===== src/rtl/msg_feeder.sv =====
// Byte feeder between a host message stream and a hash core: buffers host bytes
// in a small FIFO, frames each message with start / End_Of_File and counts bytes delivered.
//   state    | meaning
//   IDLE     | no message open, waiting for first host transfer
//   START    | one-cycle start pulse to core, msg_len restarts
//   STREAM   | delivering FIFO bytes to core
//   EOF_WAIT | all bytes delivered, waiting for H_ready from core
module msg_feeder #(
  parameter int DEPTH = 4
) (
  input  logic        clk,
  input  logic        rst_n,
  input  logic [7:0]  in_data,
  input  logic        in_valid,
  input  logic        in_last,
  input  logic        in_empty,
  output logic        in_ready,
  output logic [7:0]  M,
  output logic        F_dr,
  input  logic        F_rtr,
  output logic        start,
  output logic        End_Of_File,
  input  logic        H_ready,
  output logic [31:0] msg_len,
  output logic        busy
);

  localparam int AW = $clog2(DEPTH);
  localparam logic [AW:0] CNT_FULL = (AW+1)'(DEPTH);

  typedef enum logic [1:0] {IDLE, START, STREAM, EOF_WAIT} state_t;

  state_t        state, state_nxt;
  logic [7:0]    mem [DEPTH];
  logic [AW-1:0] rd_ptr, wr_ptr;
  logic [AW:0]   count;
  logic          last_seen;
  logic          accept, marker, push, pop;

  // Ready is taken from registered count only, so a full FIFO never gets pop credit.
  assign in_ready = (state != EOF_WAIT) && !last_seen && (count < CNT_FULL);
  assign accept   = in_valid && in_ready;
  assign marker   = (state == IDLE) && in_empty;
  assign push     = accept && !marker;
  assign F_dr     = ((state == START) || (state == STREAM)) && (count != '0);
  assign pop      = F_dr && F_rtr;
  assign M        = mem[rd_ptr];

  always_ff @(posedge clk or negedge rst_n) begin
    if (!rst_n) state <= IDLE;
    else        state <= state_nxt;
  end

  always_comb begin
    state_nxt = state;
    case (state)
      IDLE:     if (accept) state_nxt = START;
      START:    state_nxt = STREAM;
      STREAM:   if (last_seen && (count == '0)) state_nxt = EOF_WAIT;
      EOF_WAIT: if (H_ready) state_nxt = IDLE;
      default:  state_nxt = IDLE;
    endcase
  end

  always_comb begin
    start       = 1'b0;
    End_Of_File = 1'b0;
    busy        = 1'b1;
    case (state)
      IDLE:     busy = 1'b0;
      START:    start = 1'b1;
      EOF_WAIT: End_Of_File = 1'b1;
      default:  ;
    endcase
  end

  always_ff @(posedge clk or negedge rst_n) begin
    if (!rst_n) begin
      rd_ptr <= '0;
      wr_ptr <= '0;
      count  <= '0;
    end else begin
      if (push) wr_ptr <= wr_ptr + 1'b1;
      if (pop)  rd_ptr <= rd_ptr + 1'b1;
      case ({push, pop})
        2'b10:   count <= count + 1'b1;
        2'b01:   count <= count - 1'b1;
        default: ;
      endcase
    end
  end

  always_ff @(posedge clk) begin
    if (push) mem[wr_ptr] <= in_data;
  end

  always_ff @(posedge clk or negedge rst_n) begin
    if (!rst_n)                            last_seen <= 1'b0;
    else if (state == EOF_WAIT && H_ready) last_seen <= 1'b0;
    else if (accept && (in_last || marker)) last_seen <= 1'b1;
  end

  // A byte can already be popped in the START cycle, so the restart value includes it.
  always_ff @(posedge clk or negedge rst_n) begin
    if (!rst_n)                       msg_len <= '0;
    else if (state == START)          msg_len <= pop ? 32'd1 : 32'd0;
    else if (pop && (msg_len != '1))  msg_len <= msg_len + 32'd1;
  end

endmodule


===== config.mk =====
export PLATFORM = sky130hd
export DESIGN_NAME = msg_feeder
export DESIGN_NICKNAME = d
export VERILOG_FILES = /design/src/rtl/msg_feeder.sv
export SDC_FILE = /design/constraint.sdc
export NUM_CORES = 1
export LEC_CHECK = 0
export CORE_UTILIZATION = 40
export CTS_CLUSTER_DIAMETER = 150
export DETAILED_ROUTE_END_ITERATION = 7
export PLACE_DENSITY = 0.67
export SLEW_MARGIN = 5
export SYNTH_ARGS = -nofsm -noshare
export SYNTH_HDL_FRONTEND = slang
export SYNTH_SLANG_ARGS = --single-unit

===== constraint.sdc =====
create_clock -name clk -period 7.79 [get_ports clk]
set_clock_uncertainty 0.2 [all_clocks]
set_input_delay 0.779 -clock clk [delete_from_list [all_inputs] [get_ports clk]]
set_output_delay 0.779 -clock clk [all_outputs]
set_load 0.01 [all_outputs]

**After elaboration in Yosys (flattened, before gate mapping)**

Memory sizes are Yosys's and may differ from the RTL's.
Index checks and enable logic that the tools add are counted.

- Reduce and logical (&&, ||, !) cells: 22
- Add/subtract/negate cells: 5
- Equal/unequal tests: 10
- Multiplexer cells: 15
- Order comparisons: 1

Operators with widths:

| cell | count |
|---|---|
| 32-bit 2-to-1 mux | 2 |
| 32-bit by 1-bit adder with 32-bit output (second input constant) | 1 |
| 32-bit != test (second input constant) | 1 |
| 1-bit logical AND | 11 |
| 1-bit 2-to-1 mux | 8 |
| 2-bit case mux with 4 select lines | 1 |
| 2-bit == test (second input constant) | 3 |
| 2-bit 2-to-1 mux | 3 |
| 2-bit != test (second input constant) | 3 |
| 3-bit case mux with 2 select lines | 1 |
| 2-bit nonzero test | 3 |
| 2-bit by 1-bit adder with 2-bit output (second input constant) | 2 |
| 2-bit by 1-bit == test with 1-bit output (second input constant) | 2 |
| 3-bit by 1-bit adder with 3-bit output (second input constant) | 1 |
| 3-bit zero test | 1 |
| 3-bit less-than comparator (second input constant) | 1 |
| 3-bit AND reduction | 1 |
| 3-bit nonzero test | 1 |
| 3-bit by 1-bit subtractor with 3-bit output (second input constant) | 1 |
| 1-bit zero test | 2 |
| 2-bit zero test | 1 |
| 1-bit logical OR | 2 |
| 2-bit by 1-bit != test with 1-bit output (second input constant) | 1 |

- Output and inout bits: 45
- Memory bits (writable): 32
- Logic and storage cells: 60
- Memories kept: 1
- Register bits after elaboration: 42
- Bits of input ports: 15

Memories:

| name | depth | width | read ports | clocked after Yosys merged registers in | wr ports | RTL line | RTL |
|---|---|---|---|---|---|---|---|
| mem | 4 | 8 | 1 | 0 | 1 | 34 | `logic [7:0] mem [DEPTH];` |

**Depth between registers and ports, before layout**

Gate-level depths: netlist of the first run.

- Depth in word-level cells: 7
- Depth in mapped cells: 11
- Mapped depth without buffers: 11

**Least setup slack after synthesis of the first run**

No wires, ideal clock.

- Kind: flip-flop to flip-flop
- From: register state[0]
- To: register count[2]
- Required time: 7464 ps
- Cell stages (with the launch flop): 12
- Buffers on the path: 0
- Slack: 5152 ps
- Library setup time: 126 ps
- Arrival time: 2311 ps
- Period minus slack after synthesis: 2638 ps
- Path through: dfrtp_1 -> ha_1 -> nor3_1 -> nand2_1 -> a21oi_1 -> inv_1 -> ha_1 -> inv_1 -> fa_1 -> xor2_1 -> nor2_1 -> xor2_1

- Word-level cells in the longest chain between the ends: 7
- Elaborated cells on any way between the ends: 17
- Those cells by class: 5 x eq/ne; 1 x mux; 11 x reduce/logical

RTL lines:

| item | RTL line | RTL |
|---|---|---|
| start, declared | 33 | `state_t state, state_nxt;` |
| start signal, assigned | 51 | `else state <= state_nxt;` |
| 2-bit != test * | 41 | `assign in_ready = (state != EOF_WAIT) && !last_seen && (count < CNT_FULL);` |
| 1-bit logical AND * (2 in series) | 41 |  |
| via in_ready | 17 | `output logic in_ready,` |
| 1-bit logical AND * | 42 | `assign accept = in_valid && in_ready;` |
| 1-bit logical AND * | 44 | `assign push = accept && !marker;` |
| 2-bit by 1-bit == test with 1-bit output or 2-bit == test (tied branches) | 85 | `case ({push, pop})` |
| 3-bit case mux with 2 select lines or 2-bit nonzero test (tied branches) | n/a |  |
| end signal, assigned | 86 | `2'b10: count <= count + 1'b1;` |
| end signal, assigned | 87 | `2'b01: count <= count - 1'b1;` |
| end, declared | 36 | `logic [AW:0] count;` |

The timed path passes the listed nets; every way through them passes the cells marked *.
A chain may end at the register's enable or synchronous reset.

**Worst setup path after layout of the first run**

- From: register rd_ptr[0]
- To: output port M[1]

- Word-level cells in the longest chain between the ends: 1

RTL lines:

| item | RTL line | RTL |
|---|---|---|
| start, declared | 35 | `logic [AW-1:0] rd_ptr, wr_ptr;` |
| start signal, assigned | 84 | `if (pop) rd_ptr <= rd_ptr + 1'b1;` |
| memory read 4 x 8 bit | n/a |  |
| end, declared | 18 | `output logic [7:0] M,` |

No other way between the ends.

==> impl_metrics.tcl, run 1 <==
set metrics [dict create \
    p_per_area_mw_per_mm2 266.7 \
    seqPwrFrac_pct 42.1 \
    intPower_uw 795.1 \
    cts_root_buf "clkbuf_8" \
    grt_first_pass_wirelength_mm 12.61 \
    max_slew.worst_pin.slew_ps 1184 \
    nets 395 \
    hold_class "reg -> reg" \
    drive_above_1_share_pct 9.115 \
    rsz0062_at_grt "no" \
    crit_path_start_kind "flop" \
    yosysTopAreaCell "dfrtp_1" \
    max_freq_mhz 319.2 \
    gp_congestion 0.8042 \
    cp_slowest_cell "dfrtp_1" \
    switching_share_pct 34.22 \
    crit_path_end_kind "output port" \
    syn_to_final_growth_pct 24.64 \
    synth_seq_area_share_pct 55.33 \
    required_ps 6810 \
    worstPathCellList "mux4_2, clkdlybuf4s50_1" \
    leakage_nw 1.664 \
    drv_cap 0 \
    r2r_slack_ps 4820 \
    drtIter0Drc 111 \
    clkTransAtPathRegs_ps 80 \
    cts_resized 0 \
    power_mw 1.209 \
    clkLatencyLatePin_ps 350 \
    dieArea_mm2 0.009475 \
    hold_viol_final 0 \
    grt_pass1_vias 2653 \
    start_util_pct 41.49 \
    portBuffers 59 \
    ys_types 46 \
    post_cts_buffers 0 \
    cts_buffer_depth 2 \
    grt_use_total_pct 16.83 \
    outcome "completed" \
    vias_per_cell 5.482 \
    final_antenna_net_count 0 \
    die_x_um 97.34 \
    combinationalPowerShare_pct 33.0 \
    pin_count 60 \
    drc 0 \
    synth_top_area_share_pct 28.91 \
    synth-seq-cells 74 \
    final_cell_mix "clkdlybuf4s50_1, dfrtp_1, edfxtp_1, a21oi_1, nand2_1" \
    critical_path_buf_inv_count 1 \
    slew-limit-headroom_pct 19.80 \
    grt_max_degree 44 \
    power.share.clock_pct 24.9 \
    ys_warn_count 0 \
    setup_viol 0 \
    synth_fp_nets 336 \
    netlist_instances 309 \
    cts.htree.levels 3 \
    critPathKind "reg -> out" \
    row_count 34 \
    p_sw_uw 413.6 \
    cts.sinks 74 \
    antenna_found_initial 0 \
    synth_area_per_cell_um2 11.77 \
    n_antenna_cell 0 \
    grt_overflow 0 \
    final_common_cell "clkdlybuf4s50_1" \
    period_share_pct 40.21 \
    finalWirelength_mm 7.244 \
    slew_violations 0 \
    cts-buffers-inserted 9 \
    worstPathMaxFanout 10 \
    crit_family "flip-flops" \
    cts_tree "yes" \
    vdd_drop_max_uv 160.7 \
    cts_hold_buf 0 \
    core_mm2 0.008763 \
    dp_hpwl_mm 4.912 \
    finalSetupTns_ps 0 \
    cp.arrival_ps 2150 \
    min_period_ps 3133 \
    crit_path_max_incr_delay_ps 720 \
    first_pass_iters 6 \
    synth_top_cells_by_area "dfrtp_1, edfxtp_1, mux4_2" \
    vias 2637 \
    synthesis.area_mm2 0.003636 \
    post_drt_wl_per_cell_um 15.06 \
    dieHeight_um 97.34 \
]
==> cell families (layout without fill, tap and decap cells) <==
group / after synthesis / in the layout / synth area share, %
AOI/OAI and AO/OA: 58 / 58 / 10.63
adders and majority gates: 12 / 12 / 4.336
xor gates and xnor gates: 8 / 8 / 1.927
DFF: 74 / 74 / 55.33
and+or+nand+nor: 113 / 113 / 17.76
buffers and inverters: 30 / 94 / 3.234
muxes: 14 / 14 / 6.779
==> layer usage <==
layer | global-route usage, % | up-vias | share of wire [%]
li1 | - | 1284 | -
met1 | 22.58 | 1283 | 48
met5 | 0 | - | 0
met3 | 4.964 | 8 | 4.7
met2 | 25.84 | 62 | 46
met4 | 6.448 | 0 | 1.5
==> worst paths after layout <==
path                                  from     endpoint  cells after the start
worst max-delay path             rd_ptr[0]         M[1]                      2
worst min-delay path             last_seen    last_seen                      1
worst max register to register  msg_len[0]  msg_len[29]                      6
worst min register to register   last_seen    last_seen                      1
max in group asynchronous            rst_n  msg_len[17]                      1
min in group asynchronous            rst_n   msg_len[8]                      1
==> through the flow <==
step                      instance area, um^2  hold WS, ps  setup WS (ps)  instances  util [%]
final                                    4532        362.4           4657        481     51.71
after global routing                     4532        390.4           4471        481     51.71
after CTS                                4532        363.3           4575        481     51.71
after global placement                   4332        328.0           4555        465     49.43
after floorplan                          3636        283.4           5152        309         -
after detailed placement                 4332        344.0           4533        465     49.43
==> sequential cells by signal (all words and copies together) (netlist names) <==
name	cells
rd_ptr	2
state	2
mem	32
msg_len	32
count	3
last_seen	1
wr_ptr	2
==> cells in the mapped netlist, drive strengths merged <==
| cell | instances |
|---|---|
| nand4 | 10 |
| ha | 11 |
| mux2i | 1 |
| a21boi | 1 |
| nor3b | 2 |
| o31a | 1 |
| o41ai | 1 |
| xnor2 | 6 |
| nand2 | 19 |
| nor2 | 17 |
| or3 | 5 |
| and4 | 3 |
| fa | 1 |
| a31o | 1 |
| clkinv | 1 |
| mux2 | 5 |
| o31ai | 13 |
| nor2b | 8 |
| nor3 | 7 |
| mux4 | 8 |
| and2 | 5 |
| and3 | 2 |
| a2111oi | 1 |
| o21ai | 13 |
| or4 | 17 |
| xor2 | 2 |
| inv | 15 |
| buf | 5 |
| nand3 | 13 |
| a222oi | 1 |
| edfxtp | 32 |
| a211o | 1 |
| or2 | 2 |
| nor4 | 1 |
| o311ai | 2 |
| clkbuf | 9 |
| nand4b | 1 |
| dfrtp | 42 |
| or3b | 1 |
| a21oi | 22 |
| o2bb2ai | 1 |
==> area by class of cell <==
class / count / area, um^2
fillers: 808 / 4232
flip-flops and latches: 74 / 2012
multi-input cells: 205 / 1516
repair buffers: 62 / 608.1
well taps: 108 / 135.1
clock buffers: 9 / 123.9
clock inverters: 7 / 76.32
inverters: 16 / 60.06
==> power groups by stage <==
| stage | clock [mW] | sequential [mW] | combinational, mW |
|---|---|---|---|
| after floorplan | 0 | 0.485 | 0.268 |
| after global placement | 0 | 0.518 | 0.388 |
| after detailed placement | 0 | 0.520 | 0.397 |
| after CTS | 0.309 | 0.512 | 0.402 |
| after global routing | 0.327 | 0.519 | 0.440 |
| final | 0.301 | 0.509 | 0.398 |
==> worst register-to-register path, stage by stage, from the launching register on <==
cell	delay (ps)
dfrtp_1	460
ha_1	230
and4_1	250
nand4_2	230
o311ai_1	1020
nor3_1	110
mux2_1	350
(Power assumes the default switching activity.)
==> run 2: changes to the inputs <==
clock period = 3.1 ns   (was 7.79 ns; I/O delays follow)
==> run 2 against run 1 <==
Final cell count is 0.83% higher. First-iteration DRC count rose by 31%. Critical endpoint is now M[3]. Hold slack worse by 3.7 ps. Global-route usage up 0.17 points. Combinational power rose to 2.5 times the previous value. Sequential cell count is the same. Wire length increased by 3.6%. Register-to-register slack got worse by 4300 ps. Total power grew to 2.6 times the previous value. Count of clock-buffer cells in the layout stayed put. Critical path depth unchanged.
==> impl_metrics.tcl, run 2 (synthesis gave the netlist of run 1 again) <==
set metrics [dict create \
    outcome "completed" \
    finalWirelength_mm 7.508 \
    slew-limit-headroom_pct 36.74 \
    crit_path_start_kind "flop" \
    r2r_slack_ps 510 \
    final_antenna_net_count 0 \
    grt_first_pass_wirelength_mm 12.75 \
    rsz0062_at_grt "no" \
    dieHeight_um 97.34 \
    max_slew.worst_pin.slew_ps 948.9 \
    p_sw_mw 1.063 \
    crit_path_end_kind "output port" \
    first_pass_iters 6 \
    finalSetupTns_ps 0 \
    vias_per_cell 5.499 \
    critPathKind "reg -> out" \
    worstPathMaxFanout 10 \
    critical_path_buf_inv_count 1 \
    grt_max_degree 43 \
    leakage_nw 1.693 \
    hold_viol_final 0 \
    min_period_ps 2682 \
    top_regs "mem: 32 flops, msg_len: 32 flops, count: 3 flops" \
    cts.htree.levels 3 \
    vdd_drop_max_uv 455.2 \
    power.share.clock_pct 25.4 \
    cp_slowest_cell "dfrtp_1" \
    utilization_pct 52.18 \
    dieArea_mm2 0.009475 \
    gp_congestion 0.7485 \
    cts_tree "yes" \
    drive_above_1_share_pct 9.814 \
    switching_share_pct 34.47 \
    core_mm2 0.008763 \
    nets 399 \
    drc 0 \
    cts.sinks 74 \
    post_drt_wl_per_cell_um 15.48 \
    period_share_pct 86.53 \
    hold_class "reg -> reg" \
    seqPwrFrac_pct 41.7 \
    grt_pass1_vias 2626 \
    syn_to_final_growth_pct 25.77 \
    vias 2667 \
    final_common_cell "clkdlybuf4s50_1" \
    start_util_pct 41.49 \
    cts-buffers-inserted 9 \
    drtIter0Drc 145 \
    row_count 34 \
    final_cell_mix "clkdlybuf4s50_1, dfrtp_1, edfxtp_1, a21oi_1, nand2_1" \
    die_x_um 97.34 \
    cp.arrival_ps 2170 \
    dp_hpwl_mm 5.104 \
    post_cts_buffers 0 \
    required_ps 2590 \
    cts_root_buf "clkbuf_8" \
    setup_viol 0 \
    drv_cap 0 \
    crit_path_max_incr_delay_ps 740 \
    antenna_found_initial 0 \
    pin_count 60 \
    clkTransAtPathRegs_ps 80 \
    cts_resized 0 \
    n_antenna_cell 0 \
    p_per_area_mw_per_mm2 674.0 \
    clkLatencyLatePin_ps 350 \
    slew_violations 0 \
    combinationalPowerShare_pct 32.9 \
    cts_buffer_depth 2 \
    holdWs_ps 358.7 \
    intPower_mw 2.020 \
    worstPathCellList "mux4_2, clkdlybuf4s50_1" \
    max_freq_mhz 372.8 \
    crit_family "flip-flops" \
    portBuffers 59 \
    grt_overflow 0 \
    grt_use_total_pct 17.00 \
]
run 2: final timing paths:
check | cells after the start | end | start
worst max-delay path | 2 | M[3] | rd_ptr[0]
worst min-delay path | 1 | last_seen | last_seen
worst max register to register | 11 | count[2] | state[0]
min in group asynchronous | 2 | msg_len[11] | rst_n
worst min register to register | 1 | last_seen | last_seen
max in group asynchronous | 2 | msg_len[19] | rst_n
run 2: repair_timing:
action	CTS	global route
hold buffers	1	0
endpoints found under the hold margin	42	0
setup endpoints to repair	0	0
run 2: worst reg2reg max path, cell delays in order, from the launching register on:
cell      delay (ps)
dfrtp_1          390
inv_1             90
ha_1             350
o311ai_4         120
buf_4            240
clkinv_1          90
ha_1             180
inv_1             60
fa_1             370
xor2_1           150
nor2_1           110
xor2_1           170
run 2: area by class of cell:
class	count	area, um^2
Clock buffer	9	123.9
Clock inverter	7	85.08
Fill cell	792	4190
Inverter	16	60.06
Multi-Input combinational cell	205	1516
Sequential cell	74	2012
Tap cell	108	135.1
Timing Repair Buffer	66	640.6
run 2: power by group through the flow:
stage | clock network (mW) | logic (mW) | registers (mW)
after floorplan | 0 | 0.673 | 1.22
after global placement | 0 | 0.996 | 1.30
after detailed placement | 0 | 1.01 | 1.31
after CTS | 0.801 | 1.02 | 1.29
after global routing | 0.843 | 1.12 | 1.31
final | 0.782 | 1.01 | 1.29
run 2: layer usage:
| metal | global-route usage, % | vias up | part of all wire [%] |
|---|---|---|---|
| li1 | - | 1286 | - |
| met1 | 23.73 | 1321 | 48 |
| met2 | 25.84 | 58 | 47 |
| met3 | 4.317 | 2 | 4.4 |
| met4 | 5.995 | 0 | 0.64 |
| met5 | 0 | - | 0 |
run 2: stage by stage:
stage	power (mW)	setup WS (ps)	std cells	area [um^2]
floorplan	1.891	462.2	309	3636
global placement	2.299	567.0	468	4354
detailed placement	2.324	539.3	468	4354
CTS	3.117	353.2	485	4573
global route	3.278	277.9	485	4573
finish	3.082	417.6	485	4573
==> run 3: changes to the inputs <==
--- a/config.mk
+++ b/config.mk
@@ -7,2 +7,4 @@
 export LEC_CHECK = 0
+export CELL_PAD_IN_SITES_DETAIL_PLACEMENT = 1
+export CELL_PAD_IN_SITES_GLOBAL_PLACEMENT = 1
 export CORE_UTILIZATION = 40
@@ -10,3 +12,3 @@
 export DETAILED_ROUTE_END_ITERATION = 7
-export PLACE_DENSITY = 0.67
+export PLACE_DENSITY = 0.8
 export SLEW_MARGIN = 5
--- a/constraint.sdc
+++ b/constraint.sdc
@@ -4,2 +4,2 @@
 set_output_delay 0.31 -clock clk [all_outputs]
-set_load 0.01 [all_outputs]
+set_load 0.1 [all_outputs]
==> run 3 against run 2 <==
Non-clock buffer count rose by 1. Combinational power rose by 79%. Maximum frequency fell by 2.9%. Register-to-register slack got worse by 170 ps. Count of clock-buffer cells in the layout did not move. Final cell count rose by 0.21%. Critical path depth rose by 6. Clock power rose by 0.9%. Sequential power barely moved. Via count rose by 3.2%.
==> impl_metrics.tcl, run 3 (synthesis gave the netlist of run 1 again) <==
set metrics [dict create \
    cts.sinks 74 \
    cts_root_buf "clkbuf_8" \
    post_drt_wl_per_cell_um 17.92 \
    slew_violations 0 \
    rsz0062_at_grt "no" \
    power.share.clock_pct 20.3 \
    final_cell_mix "buf_4, dfrtp_1, edfxtp_1, a21oi_1, nand2_1" \
    max_freq_mhz 362.1 \
    finalSetupTns_ps 0 \
    cts-buffers-inserted 9 \
    drc 0 \
    drtIter0Drc 113 \
    grt_pass1_vias 2883 \
    fin_cells 486 \
    dp_slack_ps 362.5 \
    final_common_cell "buf_4" \
    cts_buffer_depth 2 \
    clkLatencyLatePin_ps 340 \
    crit_path_max_incr_delay_ps 430 \
    cts_tree "yes" \
    hold_class "reg -> reg" \
    drv_cap 0 \
    gp_congestion 0.7384 \
    required_ps 3130 \
    n_antenna_cell 0 \
    crit_path_end_kind "flop" \
    combinationalPowerShare_pct 46.4 \
    syn_to_final_growth_pct 23.95 \
    critical_path_buf_inv_count 2 \
    slew-limit-headroom_pct 33.47 \
    critPathKind "reg -> reg" \
    power_mw 3.894 \
    period_share_pct 89.09 \
    antenna_found_initial 0 \
    grt_use_total_pct 19.64 \
    pin_count 60 \
    crit_family "simple AND/OR/NAND/NOR gates" \
    grt_first_pass_wirelength_mm 14.59 \
    leakage_nw 1.778 \
    hold_viol_final 0 \
    setup_slack_ps 338.1 \
    grt_max_degree 43 \
    final_antenna_net_count 0 \
    start_util_pct 41.49 \
    cts.htree.levels 3 \
    nets 400 \
    vdd_drop_max_uv 713.6 \
    top_regs "mem: 32 flops, msg_len: 32 flops, count: 3 flops" \
    drive_above_1_share_pct 22.75 \
    crit_path_start_kind "flop" \
    cts_hold_buf 1 \
    cp.arrival_ps 2800 \
    p_sw_mw 1.874 \
    clkTransAtPathRegs_ps 90 \
    dp.cells 469 \
    first_pass_iters 4 \
    grt_overflow 0 \
    worstPathMaxFanout 13 \
    seqPwrFrac_pct 33.3 \
    min_period_ps 2762 \
    outcome "completed" \
    dp_hpwl_mm 6.103 \
    vias_per_cell 5.663 \
    vias 2752 \
    die_x_um 97.34 \
    intPower_mw 2.020 \
    switching_share_pct 48.12 \
    core_mm2 0.008763 \
    p_per_area_mw_per_mm2 864.0 \
    cts_resized 0 \
    finalWirelength_mm 8.708 \
    dieHeight_um 97.34 \
    dieArea_mm2 0.009475 \
    post_cts_buffers 0 \
    worstPathCellList "inv_1, ha_1, o311ai_4, nor3b_1, o311ai_1, buf_4, nor4_1, mux2_2" \
    setup_viol 0 \
    row_count 34 \
    portBuffers 59 \
    max_slew.worst_pin.slew_ps 998.0 \
    cp_slowest_cell "dfrtp_1" \
]
run 3: cell count changes in the layout (fill, tap and decap cells not counted):
cell             delta
buf_4              +45
buf_12              +1
inv_6               +1
nor3_1              -1
nor3_4              +1
clkdlybuf4s50_1    -45
ha_1                -1
clkinvlp_4          +1
a21oi_2             +1
ha_4                +1
clkinv_4            -2
a21oi_1             -1
run 3: worst reg2reg max path, stage by stage, from the launching register on:
cell      delay, ps
dfrtp_1         430
inv_1           120
ha_1            380
o311ai_4        230
nor3b_1         290
o311ai_1        140
buf_4           190
nor4_1          300
mux2_2          380
run 3: path summary, 6_finish.rpt:
path,from,endpoint,slack [ps],depth (start not counted)
worst max-delay path,state[0],msg_len[31],340,8
worst min-delay path,msg_len[15],msg_len[15],380,2
worst max register to register,state[0],msg_len[31],340,8
worst min register to register,msg_len[15],msg_len[15],380,2
max in group asynchronous,rst_n,count[1],1600,2
min in group asynchronous,rst_n,msg_len[14],470,2
run 3: power by group through the flow:
stage,sequential [mW],clock (mW),combinational (mW)
floorplan,1.33,0,1.35
global placement,1.31,0,1.76
detailed placement,1.32,0,1.82
CTS,1.30,0.811,1.83
global route,1.31,0.851,1.92
finish,1.30,0.789,1.81
run 3: final cells by class:
type | count | area [um^2]
inverter | 16 | 60.06
fill | 933 | 4257
clock buffer | 9 | 123.9
tap | 108 | 135.1
timing repair buffer | 67 | 548.0
clock inverter | 7 | 83.83
multi-input combinational | 205 | 1544
sequential | 74 | 2012
run 3: metrics by stage:
| stage | instance area (um^2) | util (%) | hold slack [ps] |
|---|---|---|---|
| global route | 4507 | 51.43 | 404.4 |
| detailed placement | 4289 | 48.94 | 338.0 |
| finish | 4507 | 51.43 | 379.0 |
| floorplan | 3664 | - | -185.6 |
| CTS | 4507 | 51.43 | 383.9 |
| global placement | 4289 | 48.94 | 326.3 |
run 3: per-layer routing:
metal	global-route usage, %	vias up	share of wire [%]
met2	32.77	54	51
met4	5.204	0	0.96
met5	0	-	0
met3	3.813	7	3.3
met1	26.36	1390	45
li1	-	1301	-
